[src/rtl/seg_scan_ctrl.sv]
// Three-digit 7-segment scan controller: captures digit patterns once per frame
// and time-multiplexes them onto a shared segment bus with a blank gap before each slot.
module seg_scan_ctrl #(
  parameter int SCAN_DIV  = 1000,
  parameter int BLANK_CYC = 16,
  parameter bit SEG_INV   = 1'b0,
  parameter bit DIG_INV   = 1'b0
) (
  input  logic       clk,
  input  logic       rst,
  input  logic       en,
  input  logic       lzb,
  input  logic [7:0] seg0,
  input  logic [7:0] seg1,
  input  logic [7:0] seg2,
  output logic [7:0] seg_out,
  output logic [2:0] dig_sel,
  output logic       frame_done
);
  localparam int CW = (SCAN_DIV > 2) ? $clog2(SCAN_DIV) : 1;
  localparam logic [CW-1:0] BLANK_LAST = CW'(BLANK_CYC - 1);
  localparam logic [CW-1:0] SHOW_LAST  = CW'(SCAN_DIV - BLANK_CYC - 1);
  localparam logic [7:0]    SEG_OFF    = SEG_INV ? 8'hFF : 8'h00;
  localparam logic [2:0]    DIG_OFF    = DIG_INV ? 3'b111 : 3'b000;
  localparam logic [7:0]    ZERO_PAT   = 8'h3F;

  typedef enum logic [1:0] {IDLE, BLANK, SHOW} state_t;

  state_t          state_q;
  logic [CW-1:0]   cnt_q;
  logic [1:0]      slot_q;
  logic [7:0]      sh0_q, sh1_q, sh2_q;
  logic [7:0]      seg_out_q;
  logic [2:0]      dig_sel_q;
  logic            frame_done_q;

  logic            blank2, blank1, blank_cur;
  logic [7:0]      pat;
  logic [7:0]      show_seg;
  logic [2:0]      show_dig;

  // Displayed value for the current slot; lzb is live, shadows are frame-stable.
  always_comb begin
    blank2 = lzb && (sh2_q == ZERO_PAT);
    blank1 = blank2 && (sh1_q == ZERO_PAT);
    case (slot_q)
      2'd1:    begin pat = sh1_q; blank_cur = blank1; end
      2'd2:    begin pat = sh2_q; blank_cur = blank2; end
      default: begin pat = sh0_q; blank_cur = 1'b0;   end
    endcase
    show_seg = (blank_cur ? 8'h00 : pat) ^ {8{SEG_INV}};
    show_dig = (3'b001 << slot_q) ^ {3{DIG_INV}};
  end

  always_ff @(posedge clk or posedge rst) begin
    if (rst) begin
      state_q      <= IDLE;
      cnt_q        <= '0;
      slot_q       <= 2'd0;
      sh0_q        <= 8'h00;
      sh1_q        <= 8'h00;
      sh2_q        <= 8'h00;
      seg_out_q    <= SEG_OFF;
      dig_sel_q    <= DIG_OFF;
      frame_done_q <= 1'b0;
    end else begin
      frame_done_q <= 1'b0;
      if (!en) begin
        state_q   <= IDLE;
        cnt_q     <= '0;
        slot_q    <= 2'd0;
        seg_out_q <= SEG_OFF;
        dig_sel_q <= DIG_OFF;
      end else begin
        case (state_q)
          IDLE: begin
            state_q   <= BLANK;
            cnt_q     <= '0;
            slot_q    <= 2'd0;
            sh0_q     <= seg0;
            sh1_q     <= seg1;
            sh2_q     <= seg2;
            seg_out_q <= SEG_OFF;
            dig_sel_q <= DIG_OFF;
          end
          BLANK: begin
            if (cnt_q == BLANK_LAST) begin
              state_q   <= SHOW;
              cnt_q     <= '0;
              seg_out_q <= show_seg;
              dig_sel_q <= show_dig;
            end else begin
              cnt_q     <= cnt_q + 1'b1;
              seg_out_q <= SEG_OFF;
              dig_sel_q <= DIG_OFF;
            end
          end
          SHOW: begin
            if (cnt_q == SHOW_LAST) begin
              state_q   <= BLANK;
              cnt_q     <= '0;
              seg_out_q <= SEG_OFF;
              dig_sel_q <= DIG_OFF;
              // Frame wrap: recapture inputs so the next frame is tear-free.
              if (slot_q == 2'd2) begin
                slot_q       <= 2'd0;
                sh0_q        <= seg0;
                sh1_q        <= seg1;
                sh2_q        <= seg2;
                frame_done_q <= 1'b1;
              end else begin
                slot_q <= slot_q + 2'd1;
              end
            end else begin
              cnt_q     <= cnt_q + 1'b1;
              seg_out_q <= show_seg;
              dig_sel_q <= show_dig;
            end
          end
          default: begin
            state_q   <= IDLE;
            cnt_q     <= '0;
            slot_q    <= 2'd0;
            seg_out_q <= SEG_OFF;
            dig_sel_q <= DIG_OFF;
          end
        endcase
      end
    end
  end

  assign seg_out    = seg_out_q;
  assign dig_sel    = dig_sel_q;
  assign frame_done = frame_done_q;

endmodule

[config.mk]
export PLATFORM = sky130hd
export DESIGN_NAME = seg_scan_ctrl
export DESIGN_NICKNAME = d
export VERILOG_FILES = /design/src/rtl/seg_scan_ctrl.sv
export SDC_FILE = /design/constraint.sdc
export NUM_CORES = 1
export LEC_CHECK = 0
export ABC_AREA = 1
export ABC_CLOCK_PERIOD_IN_PS = 2100
export CAP_MARGIN = 20
export CELL_PAD_IN_SITES_DETAIL_PLACEMENT = 0
export CELL_PAD_IN_SITES_GLOBAL_PLACEMENT = 1
export CORE_UTILIZATION = 46
export DETAILED_ROUTE_END_ITERATION = 10
export DONT_BUFFER_PORTS = 1
export PLACE_DENSITY = 0.74
export SYNTH_ARGS = -nofsm -noshare
export SYNTH_HDL_FRONTEND = slang
export SYNTH_SLANG_ARGS = --single-unit
[constraint.sdc]
create_clock -name clk -period 2.1 [get_ports clk]
set_input_delay 0.42 -clock clk [delete_from_list [all_inputs] [get_ports clk]]
set_output_delay 0.42 -clock clk [all_outputs]
set_load 0.01 [all_outputs]
After elaboration in Yosys (flattened, before gate mapping) --
Index checks and enable logic that the tools add are counted.
Operators by class: muxes and demuxes 36, reductions and logical operators 7, shift-type cells 1, equal/unequal tests 13, add/sub/neg operators 2
Operators with widths (number):
- $mux 8 | 10
- $pmux 8 s2 | 5
- $mux 10 | 3
- $pmux 10 s2 | 1
- $eq 8x6->1 const B | 2
- $mux 2 | 6
- $add 10x1->10 const B | 1
- $eq 10x10->1 const B | 1
- $eq 10x4->1 const B | 1
- $mux 3 | 3
- $ne 2x2->1 const B | 3
- $ne 3x3->1 const B | 2
- $pmux 2 s3 | 1
- $pmux 3 s2 | 1
- $eq 2x1->1 const B | 2
- $eq 2x2->1 const B | 2
- $mux 1 | 4
- $pmux 2 s2 | 1
- $reduce_and 2->1 | 2
- $reduce_and 4->1 | 1
- $shl 1x2->3 const A | 1
- $add 2x1->2 const B | 1
- $logic_and 1x1->1 | 2
- $logic_not 2->1 | 1
- 2 further kinds | 2
Word-level totals: bits in registers 50, input port bits 28, logic and storage cells 68, output and inout bits 12

Logic depth before layout (Yosys ltp) --
Gate-level depths: netlist of the first run.
depth after elaboration 8, gate-level depth with buffers 11, mapped depth without buffers 9

Least setup slack after synthesis of the first run --
OpenSTA, ideal clock, no wires.
path kind flip-flop to flip-flop, start register slot_q[0], end register sh1_q[6], data required time 1.984 ns, path slack 0.604 ns, arrival time 1.379 ns, stages on the path, launching flop included 12, library setup time 0.116 ns, path through dfrtp_1 inv_1 ha_1 buf_2 inv_1 nand2_1 nand3_1 inv_2 nand2_2 buf_4 nand2_1 nand2_1
On the way: word-level cells in the longest chain between the ends 3
RTL lines:
- start: declaration | RTL line 31 | logic [1:0] slot_q;
- start signal: assignment | RTL line 112 | slot_q <= slot_q + 2'd1;
- $eq 2x2->1 | RTL line 105 | if (slot_q == 2'd2) begin
- $ne 2x2->1 (no line)
- $reduce_and 4->1 (no line)
- end signal: assignment | RTL line 81 | sh1_q <= seg1;
- end signal: assignment | RTL line 108 | sh1_q <= seg1;
- end: declaration | RTL line 32 | logic [7:0] sh0_q, sh1_q, sh2_q;
Every way passes these cells. A chain may end at the register's enable or synchronous reset.

Worst setup path after layout of the first run --
start register state_q[0], end register sh0_q[3]
On the way: word-level cells in the longest chain between the ends 3, elaborated cells between the ends (all ways) 7, those cells by class 3 x eq/ne; 1 x mux; 3 x reduce/logical
RTL lines:
- start: declaration | RTL line 29 | state_t state_q;
- start signal: assignment | RTL line 57 | state_q <= IDLE;
- start signal: assignment | RTL line 69 | state_q <= IDLE;
- start signal: assignment | RTL line 77 | state_q <= BLANK;
- $eq 2x2->1 or $logic_not 2->1 (tied branches) | RTL line 75 | case (state_q)
- $ne 2x2->1 (no line) or $reduce_bool 2->1 (tied branches)
- $reduce_and 4->1 (no line)
- end signal: assignment | RTL line 80 | sh0_q <= seg0;
- end signal: assignment | RTL line 107 | sh0_q <= seg0;
- end: declaration | RTL line 32
Several ways; a longest one is shown, not always the timed one.

==> impl_metrics.tcl, run 1 <==
set metrics [dict create \
    synth_nets 330 \
    worstSkewPairLatency_ns 0.29 \
    cp-startpoint "state_q[0]" \
    endpoint "sh0_q[3]" \
    p_leak_nw 1.227 \
    yosysUniqueCellTypes 24 \
    grt_pass1_wl_mm 8.659 \
    reg2reg_from "state_q[0]" \
    crit_arrival_ns 1.97 \
    synthCells 294 \
    boundaryPins 40 \
    end_kind "register" \
    synthesis.area_sq_um 2460 \
    rows 26 \
    min_period_ns 1.729 \
    cts_setup_buffers 0 \
    final_antenna_net_count 0 \
    cts.sinks 50 \
    initial_utilization_pct 47.86 \
    worst_pin_slew_ns 0.5320 \
    cp-start-kind "register" \
    power_frac_clock_pct 23.1 \
    crit_required_ns 2.34 \
    place.detailed.hpwl_mm 3.968 \
    worst_r2r_path_depth 8 \
    maxCapViolations 0 \
    clock_path_buffers 2 \
    synthSimpleGateAreaFrac_pct 32.60 \
    internal-power_mw 1.887 \
    vias 1881 \
    die_area_sq_um 5644 \
    drc 0 \
    cts_resized 0 \
    drive_above_1_share_pct 8.503 \
    setup_violations 0 \
    grt_usage_pct 21.03 \
    cts_tree "yes" \
    path_clk_slew_ns 0.09 \
    r2r-end "sh0_q[3]" \
    synth.ff_latch_count 50 \
    irDropWorstVdd_uv 576.3 \
    coreArea_sq_um 5140 \
    dr.pass1.iters 4 \
    power.density_nw_per_um2 1127 \
    worst-setup-path-type "reg -> reg" \
    grt.overflow.total 0 \
    numCtsBuffers 5 \
    fp.dieW_um 75.13 \
    final_cell_mix "nand2_1, dfrtp_1, nand3_1" \
    synth_compound_area_share_pct 3.611 \
    yosys_warnings 0 \
    synth.area.mux_share_pct 0 \
    synth_top_family_by_area "simple AND/OR/NAND/NOR gates" \
    fin_skew_ns 0.004963 \
    r2r_slack_ns 0.37 \
    max_clock_freq_mhz 578.3 \
    path_max_fanout 24 \
    slew_headroom_pct 64.48 \
    p_seq_share_pct 47.7 \
    power_frac_comb_pct 29.2 \
    place_congestion 0.7746 \
    routed_wirelength_mm 5.304 \
    status "finished, final reports clean" \
    synth-xor-area-share_pct 2.136 \
    area.growth.synth_to_final_pct 7.121 \
    routed_via_density 5.168 \
    setup_tns_ns 0 \
    antenna_found_initial 0 \
    finalCritPeriodShare_pct 82.35 \
    syn_area_per_cell_sq_um 8.367 \
    root_buffer "clkbuf_8" \
    portBuffers 0 \
    seq_area_frac_synth_pct 50.86 \
    hold_buffers 0 \
    finalHoldWorstSlack_ns 0.03834 \
    finalNetCount 330 \
    grt_pass1_vias 1726 \
    switching_share_pct 36.43 \
    hold_viol_final 0 \
    wire_per_inst_um 14.57 \
    p_sw_mw 1.081 \
    synthAdderAreaFrac_pct 4.069 \
    h-tree-depth 2 \
    final_common_cell "nand2_1" \
    drv_slew 0 \
    rsz0062_at_grt "no" \
    hold_class "in -> async" \
    grt_max_degree 28 \
    insertedDiodeCount 0 \
    drtIter0Drc 141 \
    die_h_um 75.13 \
]
flip-flops by register name, summed over array words and instances, names as in the netlist:
register	cells
slot_q	2
seg_out	8
dig_sel	3
frame_done	1
state_q	2
sh2_q	8
sh0_q	8
cnt_q	10
sh1_q	8
metal layers:
metal | GRT usage, % | vias up | wire [um]
met5 | 0 | - | 0
met4 | 5.660 | 0 | 35
met3 | 4.819 | 5 | 260
met2 | 30.63 | 50 | 2240
met1 | 31.28 | 886 | 2767
li1 | - | 940 | -
critical path, stage by stage, from the launching register on:
cell and delay [ns]:
dfrtp_1 0.40, inv_1 0.08, ha_1 0.29, or2_1 0.27, nand3_1 0.08, inv_2 0.04
nand2_2 0.32, nand2_1 0.10, nand2_1 0.08
worst min path at each step:
stage	start	end	slack [ns]	cells after the start
after CTS	rst	seg_out[7]	0.05	1
final	rst	seg_out[7]	0.04	1
after global placement	rst	seg_out[4]	0.36	1
after global routing	rst	sh0_q[0]	0.06	1
after floorplan	sh1_q[0]	sh1_q[0]	0.44	2
after detailed placement	rst	seg_out[7]	0.38	1
cell type report:
class,instances,area [sq um]
Fill cell,546,2505
Inverter,22,82.58
Timing Repair Buffer,6,57.56
Multi-Input combinational cell,209,1044
Sequential cell,50,1251
Clock buffer,6,82.58
Tap cell,70,87.58
Clock inverter,1,30.03
metrics by stage:
stage | util, % | cells | worst slack, ns | power, mW | instance area [sq um]
floorplan | - | 294 | 0.4788 | 2.105 | 2460
global placement | 49.08 | 357 | 0.3564 | 2.298 | 2522
detailed placement | 49.08 | 357 | 0.3648 | 2.322 | 2522
CTS | 51.27 | 364 | 0.3464 | 3.008 | 2635
global route | 51.27 | 364 | 0.2268 | 3.205 | 2635
finish | 51.27 | 364 | 0.3707 | 2.968 | 2635
synth_stat cells:
master     n  area [sq um]
dfrtp_1   50          1251
o21ai_2    1         8.760
nand2_4    1         11.26
o211ai_1  10         75.07
clkbuf_1   2         7.510
nor2_4     1         11.26
nand3_1   40         200.2
o21ai_0    1         5.000
buf_6      2         22.52
xnor2_1    2         17.52
nor3_1     5         25.02
nand4_1    8         50.05
nor2_1    32         120.1
nand2_2    5         31.28
inv_1     21         78.83
or2_1      1         6.260
nand2_1   88         330.3
buf_2      6         30.03
xor2_1     4         35.03
nand3_2    1         10.01
buf_4      3         22.52
ha_1       8         100.1
nor2_2     1         6.260
inv_2      1         3.750
cell families (layout without fill, tap and decap cells):
family                   Yosys count  after routing
AND/OR/NAND/NOR                  183            183
AO/OA/AOI/OAI                     12             12
adder cells (fa/ha/maj)            8              8
flip-flops                        50             50
buffers and inverters             35             35
XOR/XNOR                           6              6
power by group through the flow:
stage                     Sequential, mW  Clock (mW)  Combinational [mW]
after global placement              1.44           0               0.859
after detailed placement            1.43           0               0.893
after global routing                1.44       0.747                1.01
after CTS                           1.41       0.704               0.890
final                               1.42       0.686               0.867
after floorplan                     1.37           0               0.739
(Power assumes the default switching activity.)
==> inputs of run 2 (changes only) <==
--- a/config.mk
+++ b/config.mk
@@ -6,7 +6,7 @@
 export NUM_CORES = 1
 export LEC_CHECK = 0
 export ABC_AREA = 1
-export ABC_CLOCK_PERIOD_IN_PS = 2100
+export ABC_CLOCK_PERIOD_IN_PS = 1800
 export CAP_MARGIN = 20
 export CELL_PAD_IN_SITES_DETAIL_PLACEMENT = 0
 export CELL_PAD_IN_SITES_GLOBAL_PLACEMENT = 1
==> constraint.sdc (replaced) <==
create_clock -name clk -period 1.8 [get_ports clk]
set_input_delay 0.36 -clock clk [delete_from_list [all_inputs] [get_ports clk]]
set_output_delay 0.36 -clock clk [all_outputs]
set_load 0.01 [all_outputs]
==> impl_metrics.tcl, run 2 (synthesis gave the netlist of run 1 again) <==
set metrics [dict create \
    hold_viol_final 0 \
    critPathMaxStageDelay_ns 0.41 \
    setup_violations 0 \
    cp_common_cell "nand3_1" \
    drive_above_1_share_pct 10.00 \
    finalNetCount 336 \
    cts.sinks 50 \
    max_clock_freq_mhz 611.1 \
    die_area_sq_um 5644 \
    cts_setup_buffers 0 \
    clock_path_buffers 2 \
    h-tree-depth 2 \
    final_common_cell "nand2_1" \
    place_congestion 0.8375 \
    root_buffer "clkbuf_8" \
    fin_skew_ns 0.006976 \
    slowest_stage "dfrtp_1" \
    area.growth.synth_to_final_pct 9.562 \
    irDropWorstVdd_uv 711.6 \
    dpl_cell_area_sq_um 2572 \
    wire_per_inst_um 14.43 \
    path_clk_slew_ns 0.09 \
    gr-usage-met1_pct 33.81 \
    finalCritPeriodShare_pct 90.91 \
    status "finished, final reports clean" \
    fp.dieW_um 75.13 \
    cts_resized 0 \
    end_kind "register" \
    crit_arrival_ns 1.83 \
    portBuffers 0 \
    finalHoldWorstSlack_ns 0.1890 \
    setup_tns_ns 0 \
    boundaryPins 40 \
    grt_pass1_wl_mm 8.838 \
    rsz0062_at_grt "no" \
    hold_class "in -> reg" \
    rows 26 \
    place_inst 362 \
    final_cells 370 \
    crit_required_ns 1.99 \
    grt_usage_pct 21.27 \
    routed_wirelength_mm 5.339 \
    numCtsBuffers 5 \
    grtUsageMet3_pct 6.024 \
    worstSkewPairLatency_ns 0.30 \
    worst-setup-path-type "reg -> reg" \
    grt_use_met2_pct 28.03 \
    largest_reg_flops 10 \
    place.detailed.hpwl_mm 3.951 \
    min_period_ns 1.636 \
    cts_tree "yes" \
    worst_pin_slew_ns 0.4097 \
    initial_utilization_pct 47.86 \
    cp-start-kind "register" \
    grt_busiest_layer "met1" \
    drc 0 \
    power.density_nw_per_um2 1326 \
    drv_slew 0 \
    dr.pass1.iters 4 \
    die_h_um 75.13 \
    maxCapViolations 0 \
    grt_max_degree 33 \
    routed_via_density 5.089 \
    p_leak_nw 1.262 \
    grt.overflow.total 0 \
    path_max_fanout 24 \
    insertedDiodeCount 0 \
    final_cell_mix "nand2_1, dfrtp_1, nand3_1" \
    design_area_sq_um 2695 \
    drtIter0Drc 116 \
    grt_pass1_vias 1744 \
    hold_buffers 1 \
    coreArea_sq_um 5140 \
    final_antenna_net_count 0 \
    final_util_pct 52.43 \
    antenna_found_initial 0 \
    critPathBufInv 3 \
    crit_family "simple AND/OR/NAND/NOR gates" \
    regMostFlops "cnt_q" \
    worstPathCellList "inv_1, ha_1, or2_1, nand3_1, inv_2, buf_4, nand3_1, nand2_1" \
    vias 1883 \
    slew_headroom_pct 72.64 \
]
run 2: cell count changes in the layout (fill, tap and decap cells not counted):
cell           previous run  this run
buf_4                     5         9
buf_12                    1         2
dlygate4sd3_1             0         1
run 2: cell type report:
cell class	instances	area [sq um]
well taps	70	87.58
flip-flops and latches	50	1251
multi-input cells	209	1044
fillers	522	2445
clock buffers	6	82.58
repair buffers	12	117.6
inverters	22	82.58
clock inverters	1	30.03
run 2: power breakdown:
group / leakage [nW] / internal (mW) / switching [mW]
clock: 0.0573 / 0.445 / 0.361
combinational: 0.547 / 0.413 / 0.697
sequential: 0.657 / 1.42 / 0.235
total: 1.26 / 2.28 / 1.29
run 2: through the flow:
step / total power [mW] / worst slack (ns)
2_1_floorplan: 2.456 / 0.2388
3_3_place_gp: 2.776 / 0.1950
3_5_place_dp: 2.808 / 0.1795
4_1_cts: 3.620 / 0.1588
5_1_grt: 3.862 / 0.03666
6_report: 3.573 / 0.1636
run 2: worst paths after layout:
| check | startpoint | to | slack, ns | cells past startpoint |
|---|---|---|---|---|
| max in group asynchronous | rst | dig_sel[1] | 0.79 | 3 |
| worst min register to register | sh0_q[5] | sh0_q[5] | 0.48 | 2 |
| worst max register to register | state_q[0] | sh0_q[0] | 0.16 | 8 |
| min in group asynchronous | rst | sh1_q[6] | 0.50 | 2 |
| worst min-delay path | en | slot_q[0] | 0.19 | 2 |
| worst max-delay path | state_q[0] | sh0_q[0] | 0.16 | 8 |
run 2: per-layer routing:
layer | vias up | wire, um
met5 | - | 0
met4 | 0 | 46
met3 | 5 | 271
met2 | 43 | 2153
met1 | 883 | 2867
li1 | 952 | -
